<file path="src/rtl/seg_display_arbiter.sv">
// Round-robin arbiter with minimum hold time sharing one 4-digit seven-segment scan driver.
// Optional feature macro: SEG_ARB_PREEMPT_EN (requester 0 preempts other owners on its rising request).
module seg_display_arbiter #(
  parameter int NREQ        = 3,
  parameter int HOLD_CYCLES = 1024,
  parameter int HOLD_W      = 16
) (
  input  logic                 clk,
  input  logic                 rst_n,
  input  logic [NREQ-1:0]      req,
  input  logic [16*NREQ-1:0]   data,
  output logic [NREQ-1:0]      gnt,
  output logic [3:0]           dig_one,
  output logic [3:0]           dig_two,
  output logic [3:0]           dig_three,
  output logic [3:0]           dig_four,
  output logic                 upd,
  output logic                 busy
);

  typedef enum logic {S_IDLE = 1'b0, S_HOLD = 1'b1} state_t;

  localparam logic [HOLD_W-1:0] RELOAD  = HOLD_W'(HOLD_CYCLES - 1);
  localparam logic [HOLD_W-1:0] T_ONE   = HOLD_W'(1);
  localparam logic [NREQ-1:0]   ONE_HOT = NREQ'(1);

  state_t            state, state_n;
  logic [NREQ-1:0]   gnt_n;
  logic [1:0]        last, last_n;
  logic [HOLD_W-1:0] timer, timer_n;
  logic [3:0]        req_ext;
  logic [63:0]       data_ext;
  logic              pick_valid;
  logic [1:0]        pick_idx;
  logic [2:0]        cand;
  logic              dig_load;
  logic [1:0]        dig_src;
  logic [15:0]       dig_val;
`ifdef SEG_ARB_PREEMPT_EN
  logic              req0_q;
`endif

  // Widen requests and data to four slots so indexing never depends on NREQ.
  always_comb begin
    req_ext                 = 4'b0000;
    req_ext[NREQ-1:0]       = req;
    data_ext                = 64'd0;
    data_ext[16*NREQ-1:0]   = data;
    dig_val                 = data_ext[{dig_src, 4'b0000} +: 16];
  end

  // Search order starts one past the most recent owner; the owner itself is checked last.
  always_comb begin
    pick_valid = 1'b0;
    pick_idx   = 2'd0;
    cand       = 3'd0;
    for (int j = 0; j < NREQ; j++) begin
      cand = {1'b0, last} + 3'd1 + 3'(j);
      if (cand >= 3'(NREQ)) begin
        cand = cand - 3'(NREQ);
      end else begin
        cand = cand;
      end
      if (!pick_valid && req_ext[cand[1:0]]) begin
        pick_valid = 1'b1;
        pick_idx   = cand[1:0];
      end else begin
        pick_valid = pick_valid;
      end
    end
  end

  // Next-state logic; during HOLD `last` is always the current owner.
  always_comb begin
    state_n  = state;
    gnt_n    = gnt;
    last_n   = last;
    timer_n  = timer;
    dig_load = 1'b0;
    dig_src  = last;
    case (state)
      S_IDLE: begin
        if (pick_valid) begin
          state_n  = S_HOLD;
          gnt_n    = ONE_HOT << pick_idx;
          last_n   = pick_idx;
          timer_n  = RELOAD;
          dig_load = 1'b1;
          dig_src  = pick_idx;
        end else begin
          state_n  = S_IDLE;
        end
      end
      S_HOLD: begin
        dig_load = 1'b1;
`ifdef SEG_ARB_PREEMPT_EN
        if ((last != 2'd0) && req_ext[0] && !req0_q) begin
          gnt_n   = ONE_HOT;
          last_n  = 2'd0;
          timer_n = RELOAD;
          dig_src = 2'd0;
        end else
`endif
        if (!req_ext[last]) begin
          state_n  = S_IDLE;
          gnt_n    = {NREQ{1'b0}};
          dig_load = 1'b0;
        end else if (timer != {HOLD_W{1'b0}}) begin
          timer_n  = timer - T_ONE;
        end else begin
          // Owner is last in search order, so pick_idx is the owner only when nobody else waits.
          timer_n  = RELOAD;
          gnt_n    = ONE_HOT << pick_idx;
          last_n   = pick_idx;
          dig_src  = pick_idx;
        end
      end
      default: begin
        state_n = S_IDLE;
        gnt_n   = {NREQ{1'b0}};
      end
    endcase
  end

  // State, grant and display registers.
  always_ff @(posedge clk or negedge rst_n) begin
    if (!rst_n) begin
      state     <= S_IDLE;
      gnt       <= {NREQ{1'b0}};
      last      <= 2'(NREQ - 1);
      timer     <= {HOLD_W{1'b0}};
      upd       <= 1'b0;
      busy      <= 1'b0;
      dig_one   <= 4'h0;
      dig_two   <= 4'h0;
      dig_three <= 4'h0;
      dig_four  <= 4'h0;
    end else begin
      state <= state_n;
      gnt   <= gnt_n;
      last  <= last_n;
      timer <= timer_n;
      upd   <= (gnt_n != gnt);
      busy  <= |gnt_n;
      if (dig_load) begin
        dig_one   <= dig_val[15:12];
        dig_two   <= dig_val[11:8];
        dig_three <= dig_val[7:4];
        dig_four  <= dig_val[3:0];
      end else begin
        dig_one   <= dig_one;
        dig_two   <= dig_two;
        dig_three <= dig_three;
        dig_four  <= dig_four;
      end
    end
  end

`ifdef SEG_ARB_PREEMPT_EN
  // Previous req[0] level for rising-edge detection.
  always_ff @(posedge clk or negedge rst_n) begin
    if (!rst_n) begin
      req0_q <= 1'b0;
    end else begin
      req0_q <= req[0];
    end
  end
`endif

endmodule

</file>
<file path="config.mk">
export PLATFORM = sky130hd
export DESIGN_NAME = seg_display_arbiter
export DESIGN_NICKNAME = d
export VERILOG_FILES = /design/src/rtl/seg_display_arbiter.sv
export SDC_FILE = /design/constraint.sdc
export NUM_CORES = 1
export LEC_CHECK = 0
export ABC_AREA = 1
export CAP_MARGIN = 10
export CELL_PAD_IN_SITES_DETAIL_PLACEMENT = 1
export CELL_PAD_IN_SITES_GLOBAL_PLACEMENT = 1
export CORE_UTILIZATION = 35
export CTS_BUF_LIST = sky130_fd_sc_hd__clkbuf_2
export CTS_CLUSTER_DIAMETER = 150
export CTS_CLUSTER_SIZE = 28
export DETAILED_ROUTE_END_ITERATION = 10
export PLACE_DENSITY = 0.8
export SYNTH_ARGS = -nofsm -noshare
export SYNTH_HDL_FRONTEND = slang
export SYNTH_SLANG_ARGS = --single-unit
export TNS_END_PERCENT = 1
</file>
<file path="constraint.sdc">
create_clock -name clk -period 3 [get_ports clk]
set_input_delay 0.9 -clock clk [delete_from_list [all_inputs] [get_ports clk]]
set_output_delay 0.9 -clock clk [all_outputs]
set_load 0.01 [all_outputs]
</file>
==> Implementation_results.wiki <==
{| class="wikitable"
! Metric !! Value
|-
| DRC violation count after routing || 0
|-
| Critical setup path kind || reg2reg
|-
| Standard cell core area || 7770 um2
|-
| Internal power component || 2.04 mW
|-
| I/O pin count || 74
|-
| Library cells used by synthesis || 35
|-
| Wire length of the first global-routing pass || 14.1 mm
|-
| Max_cap viols || 0
|-
| Die Y || 91.6 um
|-
| Vias after detailed routing || 2,819
|-
| Largest net degree at the start of global routing || 41
|-
| Synthesized netlist cell count || 406
|-
| Number of global-route vias before repair || 3,028
|-
| Most frequent cells in the layout || nand2_1, clkdlybuf4s50_1, inv_1, nand3_1, dfrtp_1
|-
| Number of clock sinks || 40
|-
| Final HPWL DP || 6.25 mm
|-
| Data arrival time of the critical path || 3.06 ns
|-
| Number of buffers on the longest clock path || 2
|-
| Overall die width || 91.6 um
|-
| Number of buffers inserted by hold repair at cts || 0
|-
| PortBufs || 73
|-
| Worst Path Max Fanout || 12
|-
| Proportion of netlist area held by the largest area contributor || 34.7%
|-
| Nature of the critical path startpoint || flip-flop
|-
| Die area || 8400 um2
|-
| Final Total Pwr || 4.37 mW
|-
| Switching power total || 2.33 mW
|-
| Overall Global Routing Usage || 21.1%
|-
| Initial cell density of the core || 36.2%
|-
| Clock share of power || 7.9%
|-
| Largest area contributor in the netlist || dfrtp_1
|-
| Max-slew violation count || 0
|-
| Critical Path Slowest Stage Cell || dfstp_2
|-
| Number of nets in the final layout || 542
|-
| Sequential cell area fraction in the yosys report || 35.6%
|-
| Library cell appearing most often on the critical path || nand2_1
|-
| Flop and latch count out of synthesis || 40
|-
| Worst IR Drop VDD || 0.000422 V
|-
| Initial antenna violation count || 0
|-
| Part of the total power dissipated in combinational logic || 72.1%
|-
| Final wirelength || 7.95 mm
|-
| Number of DRC markers after the initial detailed-route iteration || 75
|-
| Post-DR wirelength/cell || 13.5 um
|-
| Synthesized area per cell || 6.92 um2
|-
| Sequence of cells on the critical path || inv_1 -> ha_1 -> inv_2 -> nand3_1 -> nand2_1 -> nor2_4 -> nand3_1 -> nand2_2 -> nor2_4 -> nor2_8 -> buf_4 -> nand3_1 -> nand2_1 -> nand2_1 -> nand2_1
|-
| Tightest Pin Transition || 0.933 ns
|-
| Final global-route overflow total || 0
|-
| Register-to-Register Setup Slack || 0.32 ns
|-
| Core occupancy in the finished layout || 48.1%
|-
| Setup-violating endpoint count in the final report || 0
|-
| Worst EP required || 3.38 ns
|-
| TritonCTS clock tree || yes
|-
| Leakage power total || 1.93 nW
|-
| CTS buffer count || 5
|-
| Clock tree root buffer cell || clkbuf_2
|-
| Most frequent standard cell in the layout excluding fill and tap cells || nand2_1
|-
| Ant. Diodes || 0
|-
| Total standard cell area after synthesis || 2810 um2
|-
| Number of antenna-violating nets in the routed design || 0
|-
| Number of iterations in the first detailed-routing pass || 4
|-
| Share of power burned in registers || 20.0%
|-
| Yosys Warn Count || 0
|-
| Area growth from synthesis to final layout || 32.8%
|-
| FF-to-FF path depth || 15
|-
| Via density per instance || 4.80
|-
| Hold Path Class || reg2reg
|-
| Headroom to the max-slew limit || 37.8%
|-
| Core Rows || 32
|-
| Clock network latency to the later pin of the worst-skew pair || 0.44 ns
|-
| Clock Pin Slew Worst Setup and Hold Paths || 0.21 ns
|-
| Slowest cell delay on critical path || 0.64 ns
|-
| Fraction of layout cells with a size suffix above 1 || 11.5%
|-
| Top post-synthesis cells by area || dfrtp_1, nand2_1, nand3_1
|-
| Outcome || completed
|-
| Timing-limited maximum frequency || 0.373 GHz
|-
| Final clock skew || 0.0390 ns
|-
| Fin Hold WS || 0.510 ns
|-
| Number of failing hold endpoints at the final stage || 0
|-
| Tmin final || 2.68 ns
|-
| Nature of the critical path endpoint || flip-flop
|-
| Unrepaired setup endpoints after global routing || false
|-
| CTS H-tree depth || 2
|-
| Depth of the worst hold-timing path || 2
|-
| Switching part of the total power || 53.4%
|-
| Gp weighted congestion || 0.832
|-
| Portion of the clock cycle consumed by the worst path in the final layout || 89.3%
|-
| Power density over cell area || 1170 nW/um2
|-
| Net count of the mapped netlist || 464
|}
[cells by family (layout without fill, tap and decap cells)]
family | Yosys count | in the layout | synth area share (%)
compound gates | 34 | 34 | 6.99
simple gates | 247 | 247 | 42.1
flops | 40 | 40 | 35.6
fa+ha+maj | 5 | 5 | 2.23
buf+inv | 75 | 154 | 11.5
xor+xnor | 5 | 5 | 1.56
[cell usage after synthesis, drive strengths merged]
master / number
nand4: 1
dfstp: 1
dfrtp: 39
ha: 5
xor2: 5
nor3: 1
a21oi: 12
o31ai: 1
o22ai: 1
clkbuf: 2
inv: 64
nor2: 25
nor4: 1
o21a: 2
buf: 9
nand2: 152
nand3: 66
or2: 1
o211ai: 1
o21ai: 17
[per-stage QoR]
| stage | cell area [um2] | setup slack (ns) | instances | setup TNS (ns) |
|---|---|---|---|---|
| 2_1_floorplan | 2810 | 0.669 | 406 | 0 |
| 3_3_place_gp | 3660 | 0.0850 | 579 | 0 |
| 3_5_place_dp | 3660 | -0.0162 | 579 | -0.0831 |
| 4_1_cts | 3720 | 0.278 | 587 | 0 |
| 5_1_grt | 3730 | 0.0604 | 587 | 0 |
| 6_report | 3730 | 0.321 | 587 | 0 |
[worst max-delay path: cells and delay by family, from the launching register on]
kind | cells | cell delay, ns
adders and majority gates | 1 | 0.41
and+or+nand+nor | 11 | 1.24
buffers and inverters | 3 | 0.35
DFF | 1 | 0.64
[flip-flops by register name, summed over array words and instances (netlist names)]
register,count
busy,1
last,2
dig_one,4
upd,1
dig_three,4
gnt,3
timer,16
dig_two,4
dig_four,4
state,1
[repair_timing]
| action | in CTS | in global routing |
|---|---|---|
| setup buffers | 0 | 0 |
| gates resized for setup | 0 | 2 |
| setup endpoints to repair | 0 | 1 |
[metal layers]
metal | share of wire (%) | track usage [%] | vias up
met5 | 0 | 0 | -
met4 | 0.94 | 4.63 | 0
met3 | 4.6 | 4.56 | 6
met2 | 50 | 37.3 | 59
met1 | 44 | 26.1 | 1342
li1 | - | - | 1412
[final timing paths]
path,endpoint,from
max reg2reg,dig_three[1],last[1]
min,dig_two[1],dig_two[1]
max,dig_three[1],last[1]
min reg2reg,dig_two[1],dig_two[1]
max in group asynchronous,last[0],rst_n
min in group asynchronous,timer[12],rst_n
[power groups by stage]
stage | clock network (mW) | logic [mW] | registers (mW)
global route | 0.382 | 3.59 | 0.896
floorplan | 0 | 2.23 | 0.910
finish | 0.345 | 3.15 | 0.872
detailed placement | 0 | 3.16 | 0.883
global placement | 0 | 3.04 | 0.878
CTS | 0.351 | 3.17 | 0.876
[final cells by class]
class | instances | area, um2
multi-input cells | 291 | 1490
fillers | 1024 | 4030
clock inverters | 3 | 42.5
flip-flops and latches | 40 | 1000
inverters | 64 | 248
well taps | 102 | 128
repair buffers | 82 | 793
clock buffers | 5 | 25.0
Power figures use the tool's default switching activity.
